**config.mk**
```make
export PLATFORM = sky130hd
export DESIGN_NAME = alu_result_uart_tx
export DESIGN_NICKNAME = d
export VERILOG_FILES = /design/src/rtl/uart_pkg.sv /design/src/rtl/baud_rate_gen.sv /design/src/rtl/alu_result_uart_tx.sv
export SDC_FILE = /design/constraint.sdc
export NUM_CORES = 1
export LEC_CHECK = 0
export ABC_AREA = 1
export CORE_MARGIN = 1.5
export CORE_UTILIZATION = 45
export DETAILED_ROUTE_END_ITERATION = 8
export PLACE_DENSITY = 0.65
export RECOVER_POWER = 100
export SLEW_MARGIN = 10
export SYNTH_ARGS = -nofsm -noshare
export SYNTH_HDL_FRONTEND = slang
export SYNTH_SLANG_ARGS = --single-unit
export TNS_END_PERCENT = 1
```
**constraint.sdc**
```tcl
create_clock -name clk -period 1.9 [get_ports clk]
set_input_delay 0.19 -clock clk [delete_from_list [all_inputs] [get_ports clk]]
set_output_delay 0.19 -clock clk [all_outputs]
set_load 0.03 [all_outputs]
```
**src/rtl/uart_pkg.sv**
```systemverilog
// uart_pkg: UART constants and FSM state encodings.
// Shared by the ALU result transmitter and the future operand receiver.
package uart_pkg;
    localparam int UART_OVERSAMPLE = 16;
    localparam int UART_BAUD_DIV   = 326;
    localparam logic [1:0] ST_IDLE  = 2'd0;
    localparam logic [1:0] ST_START = 2'd1;
    localparam logic [1:0] ST_DATA  = 2'd2;
    localparam logic [1:0] ST_STOP  = 2'd3;
endpackage

```
**src/rtl/baud_rate_gen.sv**
```systemverilog
// baud_rate_gen: free-running oversample tick, one clk high every BAUD_DIV clks.
// It is never re-phased, so TX and RX can share one instance.
module baud_rate_gen
    import uart_pkg::*;
#(
    parameter int BAUD_DIV = UART_BAUD_DIV
) (
    input  logic clk,
    input  logic i_rst,
    output logic o_tick
);
    localparam int NB_CNT = $clog2(BAUD_DIV);
    localparam logic [NB_CNT-1:0] CNT_LAST = NB_CNT'(BAUD_DIV - 1);

    logic [NB_CNT-1:0] r_cnt;

    always_ff @(posedge clk or posedge i_rst)
        if (i_rst) r_cnt <= '0;
        else       r_cnt <= (r_cnt == CNT_LAST) ? '0 : r_cnt + 1'b1;

    assign o_tick = (r_cnt == CNT_LAST);
endmodule

```
**src/rtl/alu_result_uart_tx.sv**
```systemverilog
// alu_result_uart_tx: latches the ALU result on start and sends it as one 8N1 frame, LSB first.
// o_tx is registered from the next state, so the line falls one clk after a start is accepted.
module alu_result_uart_tx
    import uart_pkg::*;
#(
    parameter int NB_DATA    = 8,
    parameter int BAUD_DIV   = UART_BAUD_DIV,
    parameter int OVERSAMPLE = UART_OVERSAMPLE,
    parameter int NB_STOP    = 1
) (
    input  logic               clk,
    input  logic               i_rst,
    input  logic [NB_DATA-1:0] i_result,
    input  logic               i_tx_start,
    output logic               o_tx,
    output logic               o_tx_busy,
    output logic               o_tx_done
);
    localparam int NB_TICK = $clog2(OVERSAMPLE * NB_STOP);
    localparam int NB_BIT  = $clog2(NB_DATA);
    localparam logic [NB_TICK-1:0] TICK_BIT_LAST  = NB_TICK'(OVERSAMPLE - 1);
    localparam logic [NB_TICK-1:0] TICK_STOP_LAST = NB_TICK'(OVERSAMPLE * NB_STOP - 1);
    localparam logic [NB_BIT-1:0]  BIT_LAST       = NB_BIT'(NB_DATA - 1);

    logic               w_tick;
    logic [1:0]         r_state, w_state_nxt;
    logic [NB_DATA-1:0] r_shift, w_shift_nxt;
    logic [NB_BIT-1:0]  r_bit_cnt, w_bit_cnt_nxt;
    logic [NB_TICK-1:0] r_tick_cnt, w_tick_cnt_nxt;
    logic               r_tx, r_done, w_done_nxt;

    baud_rate_gen #(.BAUD_DIV(BAUD_DIV)) u_baud (
        .clk    (clk),
        .i_rst  (i_rst),
        .o_tick (w_tick)
    );

    always_comb begin
        w_state_nxt    = r_state;
        w_shift_nxt    = r_shift;
        w_bit_cnt_nxt  = r_bit_cnt;
        w_tick_cnt_nxt = r_tick_cnt;
        w_done_nxt     = 1'b0;
        case (r_state)
            ST_IDLE: if (i_tx_start) begin
                w_state_nxt    = ST_START;
                w_shift_nxt    = i_result;
                w_tick_cnt_nxt = '0;
            end
            ST_START: if (w_tick) begin
                w_tick_cnt_nxt = (r_tick_cnt == TICK_BIT_LAST) ? '0 : r_tick_cnt + 1'b1;
                if (r_tick_cnt == TICK_BIT_LAST) begin
                    w_state_nxt   = ST_DATA;
                    w_bit_cnt_nxt = '0;
                end
            end
            ST_DATA: if (w_tick) begin
                w_tick_cnt_nxt = (r_tick_cnt == TICK_BIT_LAST) ? '0 : r_tick_cnt + 1'b1;
                if (r_tick_cnt == TICK_BIT_LAST) begin
                    w_shift_nxt   = r_shift >> 1;
                    w_bit_cnt_nxt = r_bit_cnt + 1'b1;
                    w_state_nxt   = (r_bit_cnt == BIT_LAST) ? ST_STOP : ST_DATA;
                end
            end
            ST_STOP: if (w_tick) begin
                w_tick_cnt_nxt = (r_tick_cnt == TICK_STOP_LAST) ? '0 : r_tick_cnt + 1'b1;
                if (r_tick_cnt == TICK_STOP_LAST) begin
                    w_state_nxt = ST_IDLE;
                    w_done_nxt  = 1'b1;
                end
            end
            default: w_state_nxt = ST_IDLE;
        endcase
    end

    always_ff @(posedge clk or posedge i_rst)
        if (i_rst) begin
            r_state    <= ST_IDLE;
            r_shift    <= '0;
            r_bit_cnt  <= '0;
            r_tick_cnt <= '0;
            r_tx       <= 1'b1;
            r_done     <= 1'b0;
        end else begin
            r_state    <= w_state_nxt;
            r_shift    <= w_shift_nxt;
            r_bit_cnt  <= w_bit_cnt_nxt;
            r_tick_cnt <= w_tick_cnt_nxt;
            r_tx       <= (w_state_nxt == ST_START) ? 1'b0 :
                          (w_state_nxt == ST_DATA)  ? w_shift_nxt[0] : 1'b1;
            r_done     <= w_done_nxt;
        end

    assign o_tx      = r_tx;
    assign o_tx_done = r_done;
    assign o_tx_busy = (r_state != ST_IDLE);
endmodule

```
After elaboration in Yosys (flattened, before gate mapping):

Index checks and enable logic that the tools add are counted.

* register bits: 28
* bits of input ports: 11
* logic and storage cells: 61

* add/sub/neg operators: 3
* eq/ne operators: 14
* muxes and demuxes: 28
* reduce and logical (&&, ||, !) cells: 8

Operators by type and width (number)
* $mux W8: 3
* $pmux W8 S2: 1
* $mux W2: 7
* $mux W3: 4
* $mux W4: 3
* $add A9 B1 Y9 const B: 1
* $eq A9 B9 Y1 const B: 1
* $mux W9: 1
* $pmux W2 S4: 1
* $pmux W4 S2: 1
* $eq A2 B2 Y1 const B: 3
* $mux W1: 6
* $ne A2 B1 Y1 const B: 3
* $ne A2 B2 Y1 const B: 3
* $pmux W3 S2: 1
* $reduce_bool A2 Y1: 3
* $reduce_and A5 Y1: 1
* $add A4 B1 Y4 const B: 1
* $eq A2 B1 Y1 const B: 2
* $eq A4 B4 Y1 const B: 1
* $reduce_and A4 Y1: 1
* $add A3 B1 Y3 const B: 1
* $eq A3 B3 Y1 const B: 1
* $reduce_or A3 Y1: 1
* 2 further kinds: 2

Longest topological paths before layout:

* word-level depth: 8
* mapped depth: 11
* mapped depth without buffers: 11

By module:

Synthesis repeated with hierarchy kept, for this count alone.

* cells, all modules: 173
* area total of the unflattened synthesis: 1475.2 sq um

Modules (own cells, without submodules)
* alu_result_uart_tx: times used 1, cells each 108, area an instance 994.7 sq um, sequential area each 476.7 sq um
* baud_rate_gen: times used 1, cells each 65, area an instance 480.5 sq um, sequential area each 225.2 sq um

Least setup slack after synthesis:

Ideal clock, no wire load.

* kind: register -> register
* start point: register u_baud.r_cnt[1]
* end point: register r_shift[1]
* library setup time: 0.127 ns
* arrival time: 1.281 ns
* data required time: 1.773 ns
* setup slack: 0.493 ns
* cell stages (with the launch flop): 11
* path buffers: 1
* clock period less this slack: 1.407 ns
* path through: dfrtp_1 > inv_1 > ha_1 > nand2_1 > nor2_4 > nand3_4 > inv_2 > nand2_2 > buf_6 > nand3_2 > o211ai_2

* cells in the longest elaborated chain, start to end: 3

RTL lines
* start, declared: line baud_rate_gen.sv:15 `logic [NB_CNT-1:0] r_cnt;`
* start signal, assigned: line baud_rate_gen.sv:19 `else r_cnt <= (r_cnt == CNT_LAST) ? '0 : r_cnt + 1'b1;`
* $eq A9 B9 Y1: line baud_rate_gen.sv:21 `assign o_tick = (r_cnt == CNT_LAST);`
* $ne A2 B1 Y1 (no source line)
* $reduce_and A4 Y1 (no source line)
* end signal, assigned: line alu_result_uart_tx.sv:86 `r_shift <= w_shift_nxt;`
* end, declared: line alu_result_uart_tx.sv:27 `logic [NB_DATA-1:0] r_shift, w_shift_nxt;`

No other way between the ends.
A chain may end at the register's enable or synchronous reset.

Worst setup path in the final report:

* start point: register r_tx, in the netlist o_tx
* end point: output port o_tx

RTL lines
* start, declared: line alu_result_uart_tx.sv:30 `logic r_tx, r_done, w_done_nxt;`
* start signal, assigned: line alu_result_uart_tx.sv:89 `r_tx <= (w_state_nxt == ST_START) ? 1'b0 :`
* end, declared: line alu_result_uart_tx.sv:15 `output logic o_tx,`

No word-level cell between the ends.

==> reports/results.ini <==
[placement]
dp_hpwl_um = 1920
place.gp.congestion = 0.858
dp_slack_ns = 0.273
portBuffers = 13

[synthesis]
synth_area_per_cell_um2 = 9.06
synthAdderAreaFrac_pct = 4.32
synth_edf_count = 0
syn_area_um2 = 1450
synth_top_area_cell = dfrtp_1
synthTopCellsByCount = nand2_1, dfrtp_1, inv_1, nor2_1, nand3_1
synth_compound_area_share_pct = 12.8
yosysMostFrequentCell = nand2_1
yosysWarnings = 0
synth_simple_gate_area_share_pct = 26.0
syn_inst = 160
synth-seq-area-share_pct = 48.4
synth_top_area_share_pct = 46.6
async_flop_share_pct = 100
synth.area.mux_share_pct = 0
synthXorXnorAreaFrac_pct = 1.21
synth_top_family_by_area = simple AND/OR/NAND/NOR gates
synth.area.top_cells = dfrtp_1, nand2_1, inv_1, ha_1, nor2_1
synth-main-ff-cell = dfrtp_1
synth_fp_nets = 176
synth_cell_types = 29
ys_ff_latch = 28

[timing]
hold_viol_final = 0
timing.fmax_mhz = 562
period_share_pct = 93.6
finalSetupViolations = 0
rsz0062_at_grt = false
setup_tns_ns = 0
drv_slew = 0
final.min_clock_period_ns = 1.78
maxSlewHeadroom_pct = 54.6
clock_skew_ns = 0.00331
tightest_slew_ns = 0.680
fin_hold_ws_ns = 0.393
setup_slack_ns = 0.122

[floorplan]
io_pins = 14
die-width_um = 59.7
rows = 20
start_util_pct = 47.5
core_um2 = 3050
fp.dieArea_um2 = 3570
die_h_um = 59.7

[setup_path]
slowest_stage = dlygate4sd3_1
critPathMaxStageDelay_ns = 0.73
path_class = reg2out
crit_chain = dlygate4sd3_1
required_ns = 1.71
cp_top_family = buffers and inverters
cp_max_fo = 1
crit_buf_inv = 1
critPathLaunchType = register
end_kind = output port
worstPathArrival_ns = 1.59

[clock_tree]
cts_max_level = 1
cts.sinks = 28
post_cts_resized = 0
post_cts_buffers = 0
clock_path_buffers = 2
insertion_delay_ns = 0.32
clockRootBuffer = clkbuf_4
path_clk_slew_ns = 0.15
cts_hold_repair.buffers = 0
cts_tree = yes
cts_buffers = 3

[global_route]
grt.overflow.total = 0
grt_max_degree = 29
grt_pass1_wl_um = 4310
use_met3_pct = 2.60
grtUsageMet2_pct = 24.8
grt-busiest-layer = met2
gr-usage-all-layers_pct = 15.8
first_global_vias = 1038
grtUsageMet1_pct = 21.5
antenna_found_initial = 0

[power_and_ir_drop]
p_leak_nw = 0.777
powerDensity_nw_per_um2 = 615
vdd_drop_max_mv = 0.297

[routing]
vias_per_cell = 4.80
drt_iter0_markers = 41
wl_per_cell_um = 11.2
routed_wl_um = 2470
dr_total_vias = 1060
drc_errors = 0
drtAntennaViolNets = 0
dr.pass1.iters = 4

[finish]
fillers = 302
nets = 194
area_delta_synth_final_pct = 12.4
drive_gt1_share_pct = 14.1
n_antenna_cell = 0

[min_path]
hold_path_class = in2reg

[outcome]
outcome = finished clean

[run]
maxCapViolCount = 0

## kinds of logic after synthesis
logic type                 count (synthesis)
and+or+nand+nor                           73
DFF                                       28
AOI/OAI and AO/OA                         26
buffers and inverters                     26
adders and majority gates                  5
xor gates and xnor gates                   2
## metrics by stage
stage / cells / power (mW) / utilization, % / instance area [um^2]
4_1_cts: 221 / 1.02 / 54.6 / 1670
6_report: 221 / 1.00 / 53.4 / 1630
3_3_place_gp: 217 / 0.731 / 53.4 / 1630
2_1_floorplan: 160 / 0.697 / - / 1450
3_5_place_dp: 217 / 0.734 / 53.4 / 1630
5_1_grt: 221 / 1.05 / 53.4 / 1630
## final cells by class
cell class	count	area (um^2)	share of cell area (%)
multi-input cells	106	613	37.6
flip-flops and latches	28	702	43.1
repair buffers	14	129	7.91
inverters	25	93.8	5.76
well taps	44	55.1	3.38
clock buffers	4	36.3	2.23
## where the power goes
| group | switching, mW | internal (mW) |
|---|---|---|
| sequential | 0.0138 | 0.624 |
| clock | 0.168 | 0.117 |
| combinational | 0.0384 | 0.0407 |
## routing by layer
layer	share of wire, %	vias up
li1	-	550
met1	51	487
met2	44	21
met3	4.2	2
met4	0.81	0
met5	0	-
## placed cells by master, fill, tap and decap left out, drive strengths merged
cell type      Yosys  routed
a21o               1       1
o21bai             1       1
nor2              19      19
nor3               1       1
clkbuf             0       6
nand4              3       3
a22oi              1       1
o211ai             6       6
dfrtp             27      27
a21oi              7       7
dlygate4sd3        0       3
o21a               1       1
inv               25      25
ha                 5       5
xor2               2       2
o21ai              9       9
dfstp              1       1
nor3b              1       1
clkdlybuf4s50      0       9
nand2             37      37
nand3             12      12
## flip-flops by register name (all words and copies together), names as in the netlist
| name | cells |
|---|---|
| o_tx | 1 |
| r_bit_cnt | 3 |
| r_shift | 8 |
| r_state | 2 |
| r_tick_cnt | 4 |
| u_baud.r_cnt | 9 |
| o_tx_done | 1 |
## path summary, 6_finish.rpt
check	slack [ns]	start	to	depth (start not counted)
worst min-delay path	0.39	i_result[7]	r_shift[7]	3
max in group asynchronous	0.99	i_rst	r_shift[0]	3
min in group asynchronous	0.47	i_rst	u_baud.r_cnt[2]	3
worst max register to register	0.27	r_tick_cnt[0]	r_shift[6]	9
worst max-delay path	0.12	o_tx	o_tx	1
worst min register to register	0.51	u_baud.r_cnt[0]	u_baud.r_cnt[0]	1
No activity file was read; power rests on OpenSTA's default activity.
==> edit 1 (config.mk and constraints unchanged) <==
Change the parameter `NB_DATA` from 8 to 4.
--- a/src/rtl/alu_result_uart_tx.sv
+++ b/src/rtl/alu_result_uart_tx.sv
@@ -3,7 +3,7 @@
 module alu_result_uart_tx
     import uart_pkg::*;
 #(
-    parameter int NB_DATA    = 8,
+    parameter int NB_DATA    = 4,
     parameter int BAUD_DIV   = UART_BAUD_DIV,
     parameter int OVERSAMPLE = UART_OVERSAMPLE,
     parameter int NB_STOP    = 1
Ports: changed (resized i_result); port bits go from 14 to 10. No check against the original RTL was run, so the function may have changed too.
==> edit 1 against the original RTL <==
  * Total power decreased by 21%
  * Wire length fell by 14%
  * Critical path type unchanged
  * Via count shrank 10%
  * Critical endpoint unchanged
  * First-iteration DRC count decreased by 78%
  * Sequential cell count decreased by 5
  * Synthesized area fell by 16%
  * Clock skew about the same
  * Setup slack better by 0.028 ns
  * Synthesized cell count shrank 7.5%
  * Final area is 16% lower
==> edit 1: results (changes against the original RTL) <==
| Metric | Value |
|---|---|
| Met3 wire len | 48 um (was 103 um) |
| Post-DP HPWL | 1700 um (was 1920 um) |
| WL per Instance | 11.1 um (was 11.2 um) |
| Internal Power | 0.616 mW (was 0.781 mW) |
| Maximum VDD drop | 0.000441 V (was 0.000297 V) |
| First-pass GRT wire length | 3790 um (was 4310 um) |
| Synthesized Nets | 159 (was 176) |
| Share of post-route cells with drive strength above 1 | 0.136 (was 0.141) |
| Fmax achieved | 0.571 GHz (was 0.562 GHz) |
| DP Area | 0.00136 sq mm (was 0.00163 sq mm) |
| Nets | 174 (was 194) |
| Placer's final routability congestion estimate | 0.827 (was 0.858) |
| Cts repair resizes | 1 (was 0) |
| Port buffer count | 9 (was 13) |
| Synth top area cells | dfrtp_1 (45%), nand2_1 (9.5%), inv_1 (7.1%), nor2_1 (4.3%), ha_1 (4.1%) (was dfrtp_1 (47%), nand2_1 (8.0%), inv_1 (4.7%), ha_1 (4.3%), nor2_1 (3.6%)) |
| DP Worst Slack | 0.345 ns (was 0.273 ns) |
| Total GRT Usage | 0.175 (was 0.158) |
| Post-Syn Area per Cell | 8.24 sq um (was 9.06 sq um) |
| Distinct cells, synth | 26 (was 29) |
| Met2 Wirelength | 1130 um (was 1100 um) |
| Vias in the first global route | 925 (was 1,038) |
| Static Leak | 0.700 nW (was 0.777 nW) |
| GRT met2 Usage | 0.325 (was 0.248) |
| Worst Skew | 0.00285 ns (was 0.00331 ns) |
| Largest net degree at the start of global routing | 24 (was 29) |
| GR Util met3 | 0.0323 (was 0.0260) |
| Clk slew on worst S/H paths | 0.12 ns (was 0.15 ns) |
| DRT iter0 DRCs | 9 (was 41) |
| Run status | completed (unchanged) |
| Clock Latency Late Sink | 0.30 ns (was 0.32 ns) |
| DRT met1 WL | 929 um (was 1250 um) |
| Fillcell total | 251 (was 302) |
| Post-synthesis sequential area ratio | 0.473 (was 0.484) |
-- edit 1: cells by family after synthesis --
| kind of cell | count (synthesis) | synth area share |
|---|---|---|
| AND/OR/NAND/NOR | 72 | 0.294 |
| buffers and inverters | 29 | 0.0913 |
| AO/OA/AOI/OAI | 19 | 0.0933 |
| XOR/XNOR | 1 | 0.00718 |
| adder cells (fa/ha/maj) | 4 | 0.0410 |
| flip-flops | 23 | 0.473 |
-- edit 1: path summary, 6_finish.rpt --
| check | start | end | slack [ns] | cells past startpoint |
|---|---|---|---|---|
| hold reg to reg | u_baud.r_cnt[0] | u_baud.r_cnt[0] | 0.50 | 1 |
| min in group asynchronous | i_rst | u_baud.r_cnt[4] | 0.71 | 3 |
| setup reg to reg | u_baud.r_cnt[1] | r_tick_cnt[3] | 0.31 | 10 |
| max in group asynchronous | i_rst | o_tx_done | 0.46 | 3 |
| setup / recovery | o_tx | o_tx | 0.15 | 1 |
| hold / removal | i_result[2] | r_shift[2] | 0.45 | 3 |
-- edit 1: power groups by stage --
| stage | clock network [mW] | logic [mW] | registers, mW |
|---|---|---|---|
| after floorplan | 0 | 0.0369 | 0.525 |
| after global placement | 0 | 0.0579 | 0.528 |
| after detailed placement | 0 | 0.0606 | 0.528 |
| after CTS | 0.229 | 0.0602 | 0.519 |
| after global routing | 0.253 | 0.0673 | 0.522 |
| final | 0.219 | 0.0573 | 0.519 |
-- edit 1: area by class of cell --
class                           instances  area share
Tap cell                               30      0.0275
Timing Repair Buffer                   10      0.0678
Multi-Input combinational cell         96       0.382
Inverter                               29      0.0815
Sequential cell                        23       0.422
Clock buffer                            4      0.0192
-- edit 1: stage by stage --
stage	power, mW	hold slack, ns
global placement	0.586	0.474
finish	0.795	0.450
CTS	0.809	0.215
detailed placement	0.589	0.481
global route	0.842	0.477
floorplan	0.562	0.191
==> edit 2 (same settings) <==
Without the edit above. `r_shift` no longer has a reset.
--- a/src/rtl/alu_result_uart_tx.sv
+++ b/src/rtl/alu_result_uart_tx.sv
@@ -76,14 +76,12 @@
     always_ff @(posedge clk or posedge i_rst)
         if (i_rst) begin
             r_state    <= ST_IDLE;
-            r_shift    <= '0;
             r_bit_cnt  <= '0;
             r_tick_cnt <= '0;
             r_tx       <= 1'b1;
             r_done     <= 1'b0;
         end else begin
             r_state    <= w_state_nxt;
-            r_shift    <= w_shift_nxt;
             r_bit_cnt  <= w_bit_cnt_nxt;
             r_tick_cnt <= w_tick_cnt_nxt;
             r_tx       <= (w_state_nxt == ST_START) ? 1'b0 :
@@ -91,6 +89,10 @@
             r_done     <= w_done_nxt;
         end
 
+    always_ff @(posedge clk) begin
+        r_shift <= w_shift_nxt;
+    end
+
     assign o_tx      = r_tx;
     assign o_tx_done = r_done;
     assign o_tx_busy = (r_state != ST_IDLE);
Check against the original RTL: no difference found for any inputs over 10 cycles, from zero or initial values and one cycle with i_rst high; that may be too few to reach the edited logic, so the function may still have changed.
==> edit 2 against the original RTL <==
  * Total power up 7.3%
  * Sequential cell count unchanged
  * Highest routed layer unchanged
  * Final area up 5.1%
  * Wire length up 12%
  * Synthesized area up 4.2%
  * Clock skew down 0.0019 ns
  * Setup slack worse by 0.018 ns
==> edit 2: results (changes against the original RTL) <==
| Metric | Value |
|---|---|
| Synth top area cells | dfrtp_1 (31%), edfxtp_1 (14%), nand2_1 (10%), nand3_1 (6.3%), inv_1 (4.2%) (was dfrtp_1 (47%), nand2_1 (8.0%), inv_1 (4.7%), ha_1 (4.3%), nor2_1 (3.6%)) |
| Min-delay worst type | flip-flop to flip-flop (was input pin to flip-flop) |
| Max-Slew Margin vs Limit | 0.283 (was 0.546) |
| Share of post-route cells with drive strength above 1 | 0.130 (was 0.141) |
| Ys async rst share | 0.714 (was 1.00) |
| Non-clk buf share | 0.0818 (was 0.0791) |
| Clock buffer count | 3 (was 4) |
| Fillcell total | 285 (was 302) |
| Routed vias/inst | 4.91 (was 4.80) |
| Static Leak | 0.846 nW (was 0.777 nW) |
| First-pass GRT wire length | 4850 um (was 4310 um) |
| Vias in the first global route | 1,140 (was 1,038) |
| Maximum VDD drop | 0.000406 V (was 0.000297 V) |
| Worst reg-to-reg setup slack | 0.19 ns (was 0.27 ns) |
| Invs w/o clock | 23 (was 25) |
| Critical Path AT | 1.61 ns (was 1.59 ns) |
| Post-synth EDFFs | 7 (was 0) |
| Multi-input gate share of total cell area | 0.378 (was 0.376) |
| Post-synthesis sequential area ratio | 0.485 (was 0.484) |
| Sequential cells | 28 (unchanged) |
| Most common library cells after synthesis | nand2_1 (42), dfrtp_1 (19), nand3_1 (19), inv_1 (17), nor2_1 (13) (was nand2_1 (31), dfrtp_1 (27), inv_1 (18), nor2_1 (14), nand3_1 (8)) |
| Clk cell area share | 0.0307 (was 0.0223) |
| DP Worst Slack | 0.108 ns (was 0.273 ns) |
| Run status | completed (unchanged) |
| M1 GR Usage | 0.207 (was 0.215) |
## edit 2: cell types whose count changed in the layout (fill, tap and decap cells not counted), sizes merged, moves of 2 or more
cell	unedited run	this run
dfrtp	27	19
clkbuf	6	4
nor2	19	22
nor3	1	5
inv	25	23
edfxtp	0	7
nand3	12	21
o21ai	9	6
nand2	37	49
o211ai	6	1
## edit 2: layer usage
metal / share of wire / up-vias
met5: 0 / -
met4: 0.014 / 0
met3: 0.035 / 5
met2: 0.53 / 25
met1: 0.42 / 531
li1: - / 597
## edit 2: logic make-up (layout without fill, tap and decap cells)
family                   Yosys count  in the layout  synth area share
buffers and inverters             25             42            0.0696
XOR/XNOR                           1              1           0.00580
adder cells (fa/ha/maj)            5              5            0.0414
flip-flops                        28             28             0.485
AND/OR/NAND/NOR                  101            101             0.341
AO/OA/AOI/OAI                     15             15            0.0580
## edit 2: power by group
group / switching, mW / internal, mW
logic: 0.0257 / 0.0274
clock network: 0.178 / 0.214
registers: 0.00862 / 0.622
## edit 2: repair_timing
item / 4_1_cts / 5_1_grt
resized for setup: 1 / 1
setup endpoints to repair: 1 / 7
buffers inserted: 0 / 0
## edit 2: final timing paths
kind / cells after the start / to / start
worst max-delay path: 1 / o_tx / o_tx
worst min-delay path: 2 / r_bit_cnt[1] / r_bit_cnt[1]
worst max register to register: 8 / r_shift[3] / u_baud.r_cnt[1]
worst min register to register: 2 / r_bit_cnt[1] / r_bit_cnt[1]
max in group asynchronous: 3 / r_tick_cnt[1] / i_rst
min in group asynchronous: 3 / u_baud.r_cnt[0] / i_rst
## edit 2: through the flow
stage	std cells	util	hold WS, ns	area, sq um
final	236	0.548	0.500	1710
after global routing	236	0.548	0.503	1710
after CTS	236	0.558	0.171	1750
after detailed placement	232	0.542	0.473	1690
after global placement	232	0.542	0.461	1690
after floorplan	175	-	0.153	1510
